### src/rtl/blk_mem_rd_stream_if.sv
// Bundles the RAM read port and the outbound valid/ready stream of blk_mem_rd_stream.
// master = the sequencer, slave = the RAM plus the stream consumer.
interface blk_mem_rd_stream_if #(
    parameter int BIT_WIDTH  = 16,
    parameter int ADDR_WIDTH = 4
);
    logic                  mem_rd_en;
    logic [ADDR_WIDTH-1:0] mem_addr_out;
    logic [BIT_WIDTH-1:0]  mem_rd_data;
    logic                  out_valid;
    logic                  out_ready;
    logic [BIT_WIDTH-1:0]  out_data;
    logic                  out_last;

    modport master (
        output mem_rd_en, mem_addr_out, out_valid, out_data, out_last,
        input  mem_rd_data, out_ready
    );

    modport slave (
        input  mem_rd_en, mem_addr_out, out_valid, out_data, out_last,
        output mem_rd_data, out_ready
    );
endinterface

### src/rtl/blk_mem_rd_stream.sv
// Block-RAM read sequencer: walks a wrapping address range with one-cycle-latency reads
// and re-emits the words as a valid/ready stream through a 2-entry buffer.
module blk_mem_rd_stream #(
    parameter int BIT_WIDTH  = 16,
    parameter int ADDR_WIDTH = 4
) (
    input  logic                  clk,
    input  logic                  rst_n,
    input  logic                  start,
    input  logic [ADDR_WIDTH-1:0] base_addr,
    input  logic [ADDR_WIDTH:0]   length,
    output logic                  busy,
    output logic                  done,
    blk_mem_rd_stream_if.master   bus
);
    localparam logic [ADDR_WIDTH:0] DEPTH = {1'b1, {ADDR_WIDTH{1'b0}}};

    typedef enum logic [1:0] {IDLE, RUN, DRAIN} state_t;

    state_t                state, state_nx;
    logic [ADDR_WIDTH:0]   len_q, issued;
    logic [ADDR_WIDTH-1:0] addr_q;
    logic                  inflight, inflight_last;
    logic [1:0]            count;
    logic [BIT_WIDTH-1:0]  buf0, buf1;
    logic                  last0, last1;
    logic                  pop, issue, issue_last, accept;
    logic [2:0]            occ;

    // occ = slots that will be held after this edge if nothing new is issued
    always_comb begin
        pop        = (count != 2'd0) && bus.out_ready;
        occ        = {1'b0, count} + {2'b00, inflight} - {2'b00, pop};
        accept     = (state == IDLE) && start && !done;
        issue      = (state == RUN) && (occ < 3'd2);
        issue_last = (issued == len_q - (ADDR_WIDTH+1)'(1));
        state_nx   = state;
        case (state)
            IDLE:    if (accept) state_nx = (length == '0) ? DRAIN : RUN;
            RUN:     if (issue && issue_last) state_nx = DRAIN;
            DRAIN:   if (occ == 3'd0) state_nx = IDLE;
            default: state_nx = IDLE;
        endcase
    end

    always_ff @(posedge clk or negedge rst_n) begin
        if (!rst_n) begin
            state         <= IDLE;
            done          <= 1'b0;
            len_q         <= '0;
            issued        <= '0;
            addr_q        <= '0;
            inflight      <= 1'b0;
            inflight_last <= 1'b0;
        end else begin
            state         <= state_nx;
            done          <= (state == DRAIN) && (occ == 3'd0);
            inflight      <= issue;
            inflight_last <= issue && issue_last;
            if (accept) begin
                addr_q <= base_addr;
                len_q  <= (length > DEPTH) ? DEPTH : length;
                issued <= '0;
            end else if (issue) begin
                addr_q <= addr_q + ADDR_WIDTH'(1);
                issued <= issued + (ADDR_WIDTH+1)'(1);
            end
        end
    end

    // Head stays in buf0; a landing read goes to the first free slot after any pop
    always_ff @(posedge clk or negedge rst_n) begin
        if (!rst_n) begin
            count <= '0;
            buf0  <= '0;
            buf1  <= '0;
            last0 <= 1'b0;
            last1 <= 1'b0;
        end else begin
            case ({inflight, pop})
                2'b10: begin
                    if (count == 2'd0) begin
                        buf0  <= bus.mem_rd_data;
                        last0 <= inflight_last;
                    end else begin
                        buf1  <= bus.mem_rd_data;
                        last1 <= inflight_last;
                    end
                    count <= count + 2'd1;
                end
                2'b01: begin
                    buf0  <= buf1;
                    last0 <= last1;
                    count <= count - 2'd1;
                end
                2'b11: begin
                    if (count == 2'd1) begin
                        buf0  <= bus.mem_rd_data;
                        last0 <= inflight_last;
                    end else begin
                        buf0  <= buf1;
                        last0 <= last1;
                        buf1  <= bus.mem_rd_data;
                        last1 <= inflight_last;
                    end
                end
                default: ;
            endcase
        end
    end

    assign busy             = (state != IDLE);
    assign bus.mem_rd_en    = issue;
    assign bus.mem_addr_out = addr_q;
    assign bus.out_valid    = (count != 2'd0);
    assign bus.out_data     = buf0;
    assign bus.out_last     = last0;
endmodule

### src/flat_wrapper.sv
// flat-port wrapper written by rule: the top's interface ports become plain ports
module blk_mem_rd_stream_flat 
#(
    parameter int BIT_WIDTH  = 16,
    parameter int ADDR_WIDTH = 4
)
  (clk, rst_n, start, base_addr, length, busy, done, bus_mem_rd_en, bus_mem_addr_out, bus_out_valid, bus_out_data, bus_out_last, bus_mem_rd_data, bus_out_ready);
  blk_mem_rd_stream_if #(.BIT_WIDTH(BIT_WIDTH), .ADDR_WIDTH(ADDR_WIDTH)) bus_i ();
  input  logic clk;
  input  logic rst_n;
  input  logic start;
  input  logic [ADDR_WIDTH-1:0] base_addr;
  input  logic [ADDR_WIDTH:0] length;
  output logic busy;
  output logic done;
  output wire logic [$bits(bus_i.mem_rd_en)-1:0] bus_mem_rd_en;
  output wire logic [$bits(bus_i.mem_addr_out)-1:0] bus_mem_addr_out;
  output wire logic [$bits(bus_i.out_valid)-1:0] bus_out_valid;
  output wire logic [$bits(bus_i.out_data)-1:0] bus_out_data;
  output wire logic [$bits(bus_i.out_last)-1:0] bus_out_last;
  input wire logic [$bits(bus_i.mem_rd_data)-1:0] bus_mem_rd_data;
  input wire logic [$bits(bus_i.out_ready)-1:0] bus_out_ready;
  assign bus_mem_rd_en = bus_i.mem_rd_en;
  assign bus_mem_addr_out = bus_i.mem_addr_out;
  assign bus_out_valid = bus_i.out_valid;
  assign bus_out_data = bus_i.out_data;
  assign bus_out_last = bus_i.out_last;
  assign bus_i.mem_rd_data = bus_mem_rd_data;
  assign bus_i.out_ready = bus_out_ready;
  blk_mem_rd_stream #(.BIT_WIDTH(BIT_WIDTH), .ADDR_WIDTH(ADDR_WIDTH)) u_core (.clk(clk), .rst_n(rst_n), .start(start), .base_addr(base_addr), .length(length), .busy(busy), .done(done), .bus(bus_i));
endmodule
### config.mk
export PLATFORM = sky130hd
export DESIGN_NAME = blk_mem_rd_stream_flat
export DESIGN_NICKNAME = d
export VERILOG_FILES = /design/src/rtl/blk_mem_rd_stream_if.sv /design/src/rtl/blk_mem_rd_stream.sv /design/src/flat_wrapper.sv
export SDC_FILE = /design/constraint.sdc
export NUM_CORES = 1
export LEC_CHECK = 0
export CAP_MARGIN = 40
export CORE_AREA = 4 4 74 76
export DETAILED_ROUTE_END_ITERATION = 8
export DIE_AREA = 0 0 78 80
export PLACE_DENSITY = 0.84
export SYNTH_ARGS = -nofsm -noshare
export SYNTH_HDL_FRONTEND = slang
export SYNTH_SLANG_ARGS = --single-unit
### constraint.sdc
create_clock -name clk -period 5.7 [get_ports clk]
set_clock_uncertainty 0.1 [all_clocks]
set_input_delay 0.57 -clock clk [delete_from_list [all_inputs] [get_ports clk]]
set_output_delay 0.57 -clock clk [all_outputs]
set_load 0.005 [all_outputs]
Word-level counts from Yosys, hierarchy flattened
Cells that the tools add are included.
{"block": "op_classes", "eq_ne": 13, "order_cmp": 2, "n_reduce_logical": 20, "muxes": 23, "addsub": 7}
{"cell": "$mux 16", "n": 4}
{"cell": "$pmux 16 s3", "n": 1}
{"cell": "$pmux 16 s2", "n": 1}
{"cell": "$mux 5", "n": 3}
{"cell": "$reduce_bool 2->1", "n": 5}
{"cell": "$mux 2", "n": 4}
{"cell": "$mux 4", "n": 2}
{"cell": "$eq 2x1->1 const B", "n": 3}
{"cell": "$eq 2x2->1 const B", "n": 3}
{"cell": "$logic_and 1x1->1", "n": 6}
{"cell": "$ne 2x1->1 const B", "n": 3}
{"cell": "$ne 2x2->1 const B", "n": 3}
{"cell": "$pmux 2 s3", "n": 1}
{"cell": "$reduce_and 3->1", "n": 2}
{"cell": "$add 5x1->5 const B", "n": 1}
{"cell": "$eq 5x5->1", "n": 1}
{"cell": "$gt 5x5->1 const B", "n": 1}
{"cell": "$logic_not 5->1", "n": 1}
{"cell": "$sub 5x1->5 const B", "n": 1}
{"cell": "$add 4x1->4 const B", "n": 1}
{"cell": "$logic_not 2->1", "n": 2}
{"cell": "$mux 1", "n": 4}
{"cell": "$pmux 2 s2", "n": 1}
{"cell": "$add 2x1->3", "n": 1}
{"cell": "10 further kinds", "n": 10}
{"block": "word_totals", "input_bits": 29, "output_inout_bits": 25, "register_bits": 55}

Logic depth before layout (Yosys ltp)
{"block": "logic_depth", "depth_word": 8, "depth_mapped": 13, "mapped_depth_nobuf": 13}

Least setup slack after synthesis
OpenSTA, ideal clock, no wires.
{"block": "synth_path", "path_kind": "reg-to-output", "startpoint": "register u_core.count[1]", "endpoint": "output bus_mem_rd_en", "path_slack_ps": 2624, "stages_incl_launch_ff": 12, "arrival_ps": 2406, "required_ps": 5030, "n_path_buf": 0, "cell_sequence": "dfrtp_1 -> inv_1 -> ha_1 -> nor2b_1 -> ha_1 -> inv_1 -> ha_1 -> inv_1 -> fa_1 -> xnor2_2 -> nand3_4 -> inv_2"}
{"block": "synth_between", "elab_chain_cells": 5}
{"item": "start: declaration", "line_no": "blk_mem_rd_stream.sv:24", "source": "logic [1:0] count;"}
{"item": "start signal: assignment", "line_no": "blk_mem_rd_stream.sv:89", "source": "count <= count + 2'd1;"}
{"item": "start signal: assignment", "line_no": "blk_mem_rd_stream.sv:94", "source": "count <= count - 2'd1;"}
{"item": "branches (longest 2 deep; another with $add 2x1->3)"}
{"item": "$sub 3x1->3 (*)", "line_no": "blk_mem_rd_stream.sv:33", "source": "occ = {1'b0, count} + {2'b00, inflight} - {2'b00, pop};"}
{"item": "$lt 3x2->1 (*)", "line_no": "blk_mem_rd_stream.sv:35", "source": "issue = (state == RUN) && (occ < 3'd2);"}
{"item": "$logic_and 1x1->1 (*)", "line_no": "blk_mem_rd_stream.sv:35"}
{"item": "end: declaration", "line_no": "flat_wrapper.sv:16", "source": "output wire logic [$bits(bus_i.mem_rd_en)-1:0] bus_mem_rd_en;"}
Every way passes the cells marked *.

Worst setup path after layout
Same ends and word-level chain as after synthesis.

==> results.md <==
* Setup repair after global routing missed its margin: no
* Syn_area_per_cell at 10.9 sq um
* Dpl cell area at 3210 sq um
* Largest cells by area after synthesis: dfrtp_1 (53%), mux2_1 (6.5%), a22oi_1 (4.9%)
* CTS tree: done
* Area grow syn2layout at 27.7%
* WL/cell at 13.8 microns
* Area leader, netlist: dfrtp_1
* Combinational share of power at 0.481
* Layout Utilization at 0.708
* Fmax at 236 MHz
* Crit end category: output port
* CTS H-tree depth at 2
* Max-cap violation count at 0
* Vias in the first global route at 1,892
* Drc violations at 0
* Port Buffers at 53
* Die area at 6240 sq um
* Final Cycle Share at 0.743
* Via count at 1,885
* Crit Path Class: flip-flop to output port
* Slowest-stage cell, CP: clkdlybuf4s50_1
* Static leakage at 1.45 nW
* Drt first-iter violations at ~130
* Synthesized area at ~2600 sq um
* Final Setup Violations at 0
* Yosys warns at 0
* Sequential area share after synthesis at 0.526
* Clk root buf: clkbuf_8
* Crit path DAT at 3570 ps
* Largest net degree at the start of global routing at 56
* Row count at 25
* Post-Syn Nets at 280
* Final nets at 333
* Fin crit period at 4240 ps
* Starting Density at 0.554
* Grt ovf at 0
* Layout cells sized above 1 at 0.0644
* CP Buf/Inv Count at 5
* Slew margin rel. at 0.544
* Max FO, Critical Path at 8
* PD cells at 567 nW/um^2
* Max incr delay on CP at 520 ps
* Slew Limit Fails at 0
* Synth unique cells at 41
* Internal power at 0.00121 W
* Routability cong. at 0.743
* Cell family with most CP delay: adder cells
* Final Cell Area at between 3000 and 4000 sq um
* CP required at about 5000 ps
* Maximum vdd drop at 0.000340 V
* Outcome: finished clean
* Cts bufs inserted at 5
* Sequential group share of total power at 0.362
* Clk pwr share at 0.156
* Type of the most critical hold path: primary input to async pin
* Clk slew on worst S/H paths at 90 ps
* Antenna Cells at 0
* Switch share at 0.364
* Post-Route WL at 4.99 mm
* Clk_lat worst skew at 300 ps
* Bufs on Longest Clock Path at 2
* Area of the core at ~4700 sq um
* Yosys top cell area share at 0.526
* Detail Route Antenna Nets at 0
* Initial antenna violation count at 0
* CP Launch Type: flip-flop
* Most frequent cells in the layout: dfrtp_1 (55), clkdlybuf4s50_1 (52), nand2_1 (34), o21ai_1 (18), a22oi_1 (17)
* CP cell instances: inv_1, ha_1, nor2b_1, ha_1, inv_1, ha_1, inv_1, fa_1, xnor2_2, nand3_4, inv_2, clkdlybuf4s50_1
* Flops & latches, synth at 55
* Most common cell after layout, fill and taps aside: dfrtp_1
* Global-route wire length before repair at 8.76 mm
* Clock sinks at 55
* Post-CTS setup buffer count at 0
* Via-per-instance ratio at 5.21
* Count of final hold-check violations at 0
* Cells after Synth at 241
* Initial DRT Pass Iterations at 5
* Hold-fix buffers at CTS at 0
* Hpwl dp at 3.62 mm
* NetSw at 0.000689 W
* I/O Pins at 54
* Setup TNS at 0 ps
* Worst-Margin Slew at 685 ps
* Resize count post-CTS at 0
* Chip height at 80 microns
* DIE WIDTH at 78 microns
* Total track usage at 0.175
## layout make-up
class	count	area (sq um)
fill	330	1380
sequential	55	1380
multi-input combinational	162	1150
timing repair buffer	56	548
tap	67	83.8
clock buffer	6	72.6
clock inverter	2	60.1
inverter	14	52.6
## metal layers
| layer | vias up | share of wire | GRT usage |
|---|---|---|---|
| li1 | 945 | - | - |
| met1 | 888 | 0.45 | 0.231 |
| met2 | 50 | 0.49 | 0.291 |
| met3 | 2 | 0.057 | 0.0451 |
| met4 | 0 | 0.0044 | 0.0367 |
| met5 | - | 0 | 0 |
## stage by stage
step / total power, W / setup WS [ps] / cells / hold WS (ps)
2_1_floorplan: 0.00128 / 2620 / 241 / 174
3_3_place_gp: 0.00157 / 1680 / 354 / 361
3_5_place_dp: 0.00162 / 1540 / 354 / 374
4_1_cts: 0.00192 / 1430 / 362 / 305
5_1_grt: 0.00206 / 1210 / 362 / 341
6_report: 0.00190 / 1460 / 362 / 262
## power groups by stage
stage	clock network (W)	logic, W	registers, W
floorplan	0	0.000606	0.000678
global placement	0	0.000887	0.000688
detailed placement	0	0.000920	0.000696
CTS	0.000302	0.000926	0.000688
global route	0.000321	0.00103	0.000711
finish	0.000297	0.000912	0.000687
## synth_stat cells
cell,count
dfrtp_1,55
nand2_1,34
o21ai_1,18
a22oi_1,17
mux2_1,15
inv_1,13
ha_1,9
nor2_1,7
xnor2_1,7
buf_2,5
clkbuf_1,5
nand3_1,5
nand3b_1,5
nand4_1,4
o21ai_0,4
xor2_1,4
nor2b_1,3
nor3_1,3
a21oi_1,2
and3_1,2
mux2_2,2
nand2b_1,2
o211ai_1,2
a211oi_1,1
a21o_1,1
a221o_1,1
a31oi_1,1
and2_1,1
and2b_1,1
fa_1,1
inv_2,1
mux2i_1,1
nand3_4,1
nand4bb_1,1
nor4_4,1
o211a_1,1
o211a_2,1
o22ai_1,1
o31ai_1,1
or3_1,1
xnor2_2,1
## state kept, by name (all words and copies together) (netlist names)
signal / flops
u_core.inflight: 1
u_core.done: 1
u_core.inflight_last: 1
u_core.bus.out_data: 16
u_core.len_q: 5
u_core.bus.out_last: 1
u_core.bus.mem_addr_out: 4
u_core.state: 2
u_core.last1: 1
u_core.issued: 5
u_core.buf1: 16
u_core.count: 2
## cells by family after synthesis
group / synth area share
fa+ha+maj: 0.0507
simple gates: 0.141
xor+xnor: 0.0430
compound gates: 0.125
flops: 0.526
mux: 0.0770
buf+inv: 0.0368
## final timing paths
path | start | endpoint | slack (ps) | cells past startpoint
worst max-delay path | u_core.count[1] | bus_mem_rd_en | 1460 | 12
worst max register to register | u_core.count[1] | u_core.state[1] | 2390 | 12
worst min register to register | u_core.state[1] | u_core.state[0] | 390 | 1
min in group clk | u_core.state[1] | u_core.state[0] | 390 | 1
worst min-delay path | rst_n | u_core.bus.out_data[4] | 260 | 2
max in group asynchronous | rst_n | u_core.len_q[0] | 4780 | 2
Power figures use the tool's default switching activity.
